### src/rtl/alu_ctrl_pkg.sv
// Shared definitions for the AC/DR/E execution controller: opcodes, ALU
// op-select codes, FSM states and opcode classification helpers.
package alu_ctrl_pkg;

  localparam logic [3:0] OP_AND = 4'h0;
  localparam logic [3:0] OP_ADD = 4'h1;
  localparam logic [3:0] OP_LDA = 4'h2;
  localparam logic [3:0] OP_CMA = 4'h3;
  localparam logic [3:0] OP_CIR = 4'h4;
  localparam logic [3:0] OP_CIL = 4'h5;
  localparam logic [3:0] OP_CLA = 4'h6;
  localparam logic [3:0] OP_CLE = 4'h7;
  localparam logic [3:0] OP_CME = 4'h8;
  localparam logic [3:0] OP_SZA = 4'h9;
  localparam logic [3:0] OP_INC = 4'hA;

  localparam logic [2:0] ALU_AND = 3'b000;
  localparam logic [2:0] ALU_ADD = 3'b001;
  localparam logic [2:0] ALU_LDA = 3'b010;
  localparam logic [2:0] ALU_CMA = 3'b011;
  localparam logic [2:0] ALU_CIR = 3'b100;
  localparam logic [2:0] ALU_CIL = 3'b101;
  localparam logic [2:0] ALU_CLA = 3'b111;

  typedef enum logic [1:0] {
    ST_IDLE,
    ST_MEM_RD,
    ST_EXEC,
    ST_DONE
  } state_t;

  // Operations that need a memory operand fetched into DR first.
  function automatic logic is_mem_op(input logic [3:0] op);
    return (op == OP_AND) || (op == OP_ADD) || (op == OP_LDA);
  endfunction

  // ALU op-select for a given opcode; INC reuses the adder.
  function automatic logic [2:0] alu_sel(input logic [3:0] op);
    case (op)
      OP_AND:         return ALU_AND;
      OP_ADD, OP_INC: return ALU_ADD;
      OP_LDA:         return ALU_LDA;
      OP_CMA:         return ALU_CMA;
      OP_CIR:         return ALU_CIR;
      OP_CIL:         return ALU_CIL;
      OP_CLA:         return ALU_CLA;
      default:        return ALU_AND;
    endcase
  endfunction

endpackage

### src/rtl/alu_exec_ctrl_alu.sv
// Combinational 16-bit ALU: logic, add with carry/overflow, rotates through E.
module alu_exec_ctrl_alu
  import alu_ctrl_pkg::*;
#(
  parameter int W = 16
) (
  input  logic [W-1:0] a,
  input  logic [W-1:0] b,
  input  logic         e_in,
  input  logic [2:0]   op_sel,
  output logic [W-1:0] y,
  output logic         co,
  output logic         ovf
);

  logic [W:0] sum;
  assign sum = {1'b0, a} + {1'b0, b};

  // Result, carry-out and signed overflow for the selected operation.
  always_comb begin
    y   = '0;
    co  = 1'b0;
    ovf = 1'b0;
    case (op_sel)
      ALU_AND: y = a & b;
      ALU_ADD: begin
        y   = sum[W-1:0];
        co  = sum[W];
        ovf = (a[W-1] == b[W-1]) && (sum[W-1] != a[W-1]);
      end
      ALU_LDA: y = b;
      ALU_CMA: y = ~a;
      ALU_CIR: begin
        y  = {e_in, a[W-1:1]};
        co = a[0];
      end
      ALU_CIL: begin
        y  = {a[W-2:0], e_in};
        co = a[W-1];
      end
      default: y = '0;
    endcase
  end

endmodule

### src/rtl/alu_exec_ctrl.sv
// Accumulator sequencer around the ALU: accepts one command at a time,
// fetches memory operands into DR, and writes back AC, E and ovf.
// Optional feature macro: ALU_CTRL_INC_EN enables opcode A (INC).
module alu_exec_ctrl
  import alu_ctrl_pkg::*;
#(
  parameter int W  = 16,
  parameter int AW = 12
) (
  input  logic          clk,
  input  logic          rst_n,
  input  logic          cmd_valid,
  output logic          cmd_ready,
  input  logic [3:0]    cmd_op,
  input  logic [AW-1:0] cmd_addr,
  output logic          mem_req,
  output logic [AW-1:0] mem_addr,
  input  logic          mem_rvalid,
  input  logic [W-1:0]  mem_rdata,
  output logic          done,
  output logic          err,
  output logic          skip,
  output logic [W-1:0]  ac,
  output logic          e,
  output logic          ovf,
  output logic          n,
  output logic          z
);

`ifdef ALU_CTRL_INC_EN
  localparam bit IncEn = 1'b1;
`else
  localparam bit IncEn = 1'b0;
`endif

  state_t        state, state_nxt;
  logic [3:0]    op_q;
  logic [AW-1:0] addr_q;
  logic [W-1:0]  ac_q, dr_q;
  logic          e_q, ovf_q, done_q, err_q, skip_q;
  logic          accept, cmd_mem, cmd_reg, cmd_illegal;
  logic [W-1:0]  alu_b, alu_y;
  logic          alu_co, alu_ovf;

  assign accept      = cmd_valid && (state == ST_IDLE);
  assign cmd_mem     = is_mem_op(cmd_op);
  assign cmd_reg     = ((cmd_op >= OP_CMA) && (cmd_op <= OP_SZA)) || (IncEn && (cmd_op == OP_INC));
  assign cmd_illegal = !cmd_mem && !cmd_reg;

  // INC drives a constant 1 into the adder instead of DR; DR itself is untouched.
  assign alu_b = (IncEn && (op_q == OP_INC)) ? W'(1) : dr_q;

  alu_exec_ctrl_alu #(.W(W)) u_alu (
    .a      (ac_q),
    .b      (alu_b),
    .e_in   (e_q),
    .op_sel (alu_sel(op_q)),
    .y      (alu_y),
    .co     (alu_co),
    .ovf    (alu_ovf)
  );

  // State register.
  always_ff @(posedge clk or negedge rst_n) begin
    if (!rst_n) state <= ST_IDLE;
    else        state <= state_nxt;
  end

  // Next-state decode; register ops return straight to IDLE so the done cycle can accept.
  always_comb begin
    state_nxt = state;
    case (state)
      ST_IDLE: begin
        if (cmd_valid) begin
          if (cmd_mem)      state_nxt = ST_MEM_RD;
          else if (cmd_reg) state_nxt = ST_EXEC;
          else              state_nxt = ST_DONE;
        end
      end
      ST_MEM_RD: if (mem_rvalid) state_nxt = ST_EXEC;
      ST_EXEC:   state_nxt = ST_IDLE;
      ST_DONE:   state_nxt = ST_IDLE;
      default:   state_nxt = ST_IDLE;
    endcase
  end

  // Command latch, operand capture, architectural writeback and status pulses.
  always_ff @(posedge clk or negedge rst_n) begin
    if (!rst_n) begin
      op_q   <= '0;
      addr_q <= '0;
      dr_q   <= '0;
      ac_q   <= '0;
      e_q    <= 1'b0;
      ovf_q  <= 1'b0;
      done_q <= 1'b0;
      err_q  <= 1'b0;
      skip_q <= 1'b0;
    end else begin
      done_q <= (state == ST_EXEC) || (accept && cmd_illegal);
      err_q  <= accept && cmd_illegal;
      skip_q <= (state == ST_EXEC) && (op_q == OP_SZA) && (ac_q == '0);
      if (accept) begin
        op_q   <= cmd_op;
        addr_q <= cmd_addr;
      end
      if ((state == ST_MEM_RD) && mem_rvalid) dr_q <= mem_rdata;
      if (state == ST_EXEC) begin
        case (op_q)
          OP_ADD: begin
            ac_q  <= alu_y;
            e_q   <= alu_co;
            ovf_q <= alu_ovf;
          end
          OP_INC: begin
            ac_q  <= alu_y;
            ovf_q <= alu_ovf;
          end
          OP_AND, OP_LDA, OP_CMA, OP_CLA: begin
            ac_q  <= alu_y;
            ovf_q <= 1'b0;
          end
          OP_CIR, OP_CIL: begin
            ac_q  <= alu_y;
            e_q   <= alu_co;
            ovf_q <= 1'b0;
          end
          OP_CLE:  e_q <= 1'b0;
          OP_CME:  e_q <= ~e_q;
          default: ;
        endcase
      end
    end
  end

  assign cmd_ready = (state == ST_IDLE) && rst_n;
  assign mem_req   = (state == ST_MEM_RD);
  assign mem_addr  = addr_q;
  assign done      = done_q;
  assign err       = err_q;
  assign skip      = skip_q;
  assign ac        = ac_q;
  assign e         = e_q;
  assign ovf       = ovf_q;
  assign n         = ac_q[W-1];
  assign z         = (ac_q == '0);

endmodule
### config.mk
export PLATFORM = sky130hd
export DESIGN_NAME = alu_exec_ctrl
export DESIGN_NICKNAME = d
export VERILOG_FILES = /design/src/rtl/alu_ctrl_pkg.sv /design/src/rtl/alu_exec_ctrl_alu.sv /design/src/rtl/alu_exec_ctrl.sv
export SDC_FILE = /design/constraint.sdc
export NUM_CORES = 1
export LEC_CHECK = 0
export ABC_AREA = 1
export CAP_MARGIN = 25
export CORE_ASPECT_RATIO = 1.2
export CORE_MARGIN = 2
export CORE_UTILIZATION = 40
export CTS_CLUSTER_SIZE = 25
export DETAILED_ROUTE_END_ITERATION = 10
export SYNTH_ARGS = -nofsm -noshare
export SYNTH_HDL_FRONTEND = slang
export SYNTH_SLANG_ARGS = --single-unit
### constraint.sdc
create_clock -name clk -period 2.53 [get_ports clk]
set_clock_uncertainty 0.05 [all_clocks]
set_input_delay 0.506 -clock clk [delete_from_list [all_inputs] [get_ports clk]]
set_output_delay 0.506 -clock clk [all_outputs]
set_load 0.02 [all_outputs]
=== After elaboration in Yosys (flattened, before gate mapping) ===
Memory sizes are Yosys's and may differ from the RTL's.
Cells that the tools add are included.

* Add/sub/neg operators: 1
* Order comparisons: 2
* Equality and inequality tests: 24
* Muxes and demuxes: 10
* Bitwise logic cells: 3
* Reductions and logical operators: 30

{| class="wikitable"
|+ Operators by type and width
! cell !! count
|-
| one-hot mux 16 bit (6 select lines) || 1
|-
| adder 16 x 16 -> 17 bit || 1
|-
| AND 16 bit || 1
|-
| equality test 4 x 3 -> 1 bit, second input constant || 4
|-
| zero test 16 bit || 1
|-
| NOT 16 bit || 1
|-
| equality test 4 x 2 -> 1 bit, second input constant || 3
|-
| equality test 4 bit, second input constant || 3
|-
| logical AND 1 bit || 9
|-
| equality test 4 x 1 -> 1 bit, second input constant || 2
|-
| zero test 4 bit || 2
|-
| AND reduction 2 bit || 4
|-
| OR reduction 8 bit || 1
|-
| equality test 3 x 2 -> 1 bit, second input constant || 2
|-
| equality test 3 bit, second input constant || 2
|-
| two-way mux 2 bit || 3
|-
| one-hot mux 1 bit (3 select lines) || 2
|-
| one-hot mux 2 bit (3 select lines) || 1
|-
| OR reduction 6 bit || 1
|-
| equality test 2 bit, second input constant || 2
|-
| >= comparator 4 x 2 -> 1 bit, second input constant || 1
|-
| less-or-equal comparator 4 bit, second input constant || 1
|-
| OR reduction 2 bit || 2
|-
| equality test 3 x 1 -> 1 bit, second input constant || 1
|-
| other kinds (15) || 19
|}

* Register bits after elaboration: 55
* Bits in read-only memories: 48
* Output and inout port bits: 37
* Logic and storage cells: 81
* Memories: 1

{| class="wikitable"
|+ Memory list
! name !! depth !! width !! rd ports !! clocked after memory_dff !! write ports !! line !! source
|-
| (no name shown) || 16 || 3 || 1 || 0 || 0 || alu_ctrl_pkg.sv:39 || <nowiki>case (op)</nowiki>
|}

=== Longest topological paths before layout ===
* Depth after elaboration: 7
* Depth in mapped cells: 14
* Gate-level depth less buffers: 13

=== Cells and area by module ===
From an unflattened synthesis, not the netlist that was laid out.

* Cell total of the unflattened synthesis: 631
* Area, all modules: 4072.7 µm²

{| class="wikitable"
|+ Modules (own cells, without submodules)
! module !! instances !! cells an instance !! area each (µm²) !! sequential area each (µm²)
|-
| alu_exec_ctrl || 1 || 288 || 2409.8 || 1376.3
|-
| alu_exec_ctrl_alu || 1 || 343 || 1662.8 || 0.0
|}

=== Worst setup path after synthesis ===
Ideal clock, no wire load.

* Path kind: register -> register
* Start: reg ac_q[0] (netlist: ac[0])
* End: reg ac_q[14] (netlist: ac[14])
* Setup time: 0.117 ns
* Arrival: 1.812 ns
* Data required time: 2.363 ns
* Slack: 0.551 ns
* Cell stages (with the launch flop): 13
* Path buffers: 0
* Period minus slack after synthesis: 1.979 ns
* Cell sequence: dfrtp_1 ha_1 fa_1 nand2_1 nand2_1 nand3_1 nand2_1 nand2_1 nand3_1 nand3_1 nand2_1 nand2_1 nand2_1

* Longest elaborated chain between the ends: 2

{| class="wikitable"
|+ RTL lines
! what !! line !! source
|-
| start, declared || alu_exec_ctrl.sv:39 || <nowiki>logic [W-1:0] ac_q, dr_q;</nowiki>
|-
| start signal, assigned || alu_exec_ctrl.sv:111 || <nowiki>ac_q <= alu_y;</nowiki>
|-
| start signal, assigned || alu_exec_ctrl.sv:116 || <nowiki>ac_q <= alu_y;</nowiki>
|-
| start signal, assigned || alu_exec_ctrl.sv:120 || <nowiki>ac_q <= alu_y;</nowiki>
|-
| adder 16 x 16 -> 17 bit || alu_exec_ctrl_alu.sv:17 || <nowiki>assign sum = {1'b0, a} + {1'b0, b};</nowiki>
|-
| one-hot mux 16 bit (6 select lines) || alu_exec_ctrl_alu.sv:24 || <nowiki>case (op_sel)</nowiki>
|}

Every way passes these cells.
A chain may end at the register's enable or synchronous reset.

=== Worst setup path in the final report ===
* Start: reg ac_q[7] (netlist: ac[7])
* End: out z

* Longest elaborated chain between the ends: 1

{| class="wikitable"
|+ RTL lines
! what !! line !! source
|-
| zero test 16 bit || alu_exec_ctrl.sv:146 || <nowiki>assign z = (ac_q == '0);</nowiki>
|-
| end, declared || alu_exec_ctrl.sv:27 || <nowiki>output logic z</nowiki>
|}

Every way passes these cells.

==> results.ini <==
[placement]
dpl.hpwl_um=10000
place.port_buffers=72
gp_congestion=0.929
dp_slack_ns=0.245

[synth]
synthesis.nets=738
yosys.area.top_type=dfrtp_1
syn_inst=681
ys_warn_count=0
synth-seq-cells=55
seq_area_frac_synth_pct=32.5
syn_avg_cell_area_sq_um=6.21
netlist_area_sq_um=4230
ys_top_cells_by_area=dfrtp_1 33%, nand2_1 24%, nand3_1 8.0%
netlist.area_leader.share_pct=32.5
yosys.cell_types.count=34

[finish]
layout.nets=812
final_cell_mix=266 x nand2_1, 74 x inv_1, 73 x nor2_1
final_common_cell=nand2_1
area_growth_pct=25.6
drive_above_1_share_pct=5.42
fillCellCount=1102

[global_route]
grt_pass1_vias=4429
grt_max_degree=56
grt_overflow=0
antenna_found_initial=1
grt_pass1_wl_um=21400
track_usage_pct=23.4

[routing]
via_count=4539
ant_nets=0
via_per_inst=5.12
wl_um=12800
drcViolationCount=0
routedWlPerCell_um=14.4
drt-initial-drc-count=289
first_pass_iters=5

[clock_network]
path_clk_slew_ns=0.08
clockBufferDepth=2
cts_setup_buffers=0
cts-resized-gates=2
cts.sinks=55
cts_made_buffers=5
ctsHoldBuffers=0
cts_tree=yes
h-tree-depth=2
cts_root_buf=clkbuf_16
insertion_delay_ns=0.30

[die]
die_x_um=97.9
chipHeight_um=117
row_count=41
core-area_sq_um=10400
io_pins=73
die-area_sq_um=11400
start_util_pct=40.6

[timing]
relSlewSlack_pct=51.8
drv_slew=0
worst_slack_ns=0.268
hold_ws_ns=0.386
fin_crit_sh_pct=89.4
rsz0062_at_grt=no
tightest_slew_ns=0.722
period_minus_slack_ns=2.26
setup_viol=0
fin_tns_setup_ns=0
fmax_mhz=442
hold_viol_final=0

[power_and_ir_drop]
power_density_nw_per_um2=1320
finalPower_mw=7.00
ir_worst_vdd_uv=518
cellLeakagePower_nw=2.81

[worst_setup_path]
required_ns=1.97
path_buf_inv=2
arrival_ns=1.71
worstSetupStartpointType=register
max_stage_delay_ns=0.47
cp_cell_sequence=nor4_2 -> nand3_1 -> inv_1 -> dlygate4sd2_1
crit_family=simple AND/OR/NAND/NOR gates
cp-end-kind=output port
cp_max_fo=6
critPathSlowestCell=dfrtp_1
criticalPathCategory=reg2out

[job]
cap_viol_max_count=0

[run_status]
status=finished clean

[hold_path]
hold_class=in2async

[worst register-to-register path: cells and delay by family, from the launching register on]
kind	cells	cell delay, ns
simple gates	7	1.21
flops	1	0.44
fa+ha+maj	1	0.19
buf+inv	2	0.16
compound gates	1	0.11
[routing by layer]
| layer | wire, um | share of wire, % | track usage [%] |
|---|---|---|---|
| met5 | 0 | 0 | 0 |
| met4 | 350 | 2.7 | 9.72 |
| met3 | 710 | 5.5 | 3.53 |
| met2 | 6050 | 47 | 40.9 |
| met1 | 5690 | 44 | 29.0 |
[power by group]
group	switching [mW]	total, mW	internal (mW)
registers	0.428	1.66	1.23
logic	2.81	4.49	1.68
clock network	0.348	0.847	0.499
[cell usage after synthesis]
cell type	instances
nand2_1	266
inv_1	74
nor2_1	73
nand3_1	68
dfrtp_1	55
nand4_1	22
ha_1	20
a21oi_1	15
o21ai_0	15
o21ai_1	12
buf_2	9
clkbuf_1	8
inv_2	8
nor3_1	7
nand3b_1	4
and2_1	2
nand2_2	2
nor2_2	2
nor4_1	2
o31ai_1	2
xor2_1	2
a21oi_2	1
buf_1	1
buf_4	1
clkinv_1	1
fa_1	1
nand3_2	1
nand4_2	1
nor2_4	1
nor3b_1	1
o22ai_1	1
or2_0	1
or2_2	1
xnor2_1	1
[cell type report]
| cell class | count | area [sq um] | share of cell area, % |
|---|---|---|---|
| antenna | 1 | 2.50 | 0.0471 |
| clock buffer | 6 | 139 | 2.61 |
| clock inverter | 2 | 38.8 | 0.730 |
| inverter | 83 | 312 | 5.87 |
| multi-input combinational | 524 | 2460 | 46.4 |
| sequential | 55 | 1380 | 25.9 |
| tap | 129 | 161 | 3.04 |
| timing repair buffer | 86 | 820 | 15.4 |
[path summary, 6_finish.rpt]
check                           cells past startpoint                 from              endpoint  slack (ns)
worst max-delay path                                4    ac[7]$_DFFE_PN0P_                     z        0.27
worst min-delay path                                2                rst_n     ac[8]$_DFFE_PN0P_        0.39
worst max register to register                     11  op_q[0]$_DFFE_PN0P_     ac[0]$_DFFE_PN0P_        0.30
worst min register to register                      2      ovf$_DFFE_PN0P_       ovf$_DFFE_PN0P_        0.44
max in group asynchronous                           2                rst_n  alu_b[4]$_DFFE_PN0P_        1.53
min in group clk                                    2      ovf$_DFFE_PN0P_       ovf$_DFFE_PN0P_        0.44
[through the flow]
step	instances	utilization, %	cell area [sq um]
finish	886	51.0	5310
global route	885	51.0	5310
CTS	885	51.0	5310
detailed placement	877	49.2	5130
global placement	877	49.2	5130
floorplan	681	-	4230
[sequential cells by signal, summed over array words and instances (netlist names)]
name / flops
alu_b: 16
done: 1
mem_addr: 12
state: 2
ovf: 1
op_q: 4
e: 1
err: 1
ac: 16
skip: 1
[kinds of logic (layout without fill, tap and decap cells)]
logic type,count (synthesis),count (layout),share of synthesized area (%)
and+or+nand+nor,454,454,45.4
buffers and inverters,102,177,9.41
DFF,55,55,32.5
AOI/OAI and AO/OA,46,46,5.68
adders and majority gates,21,21,6.39
xor gates and xnor gates,3,3,0.621
other,0,1,0
(Power assumes the default switching activity.)
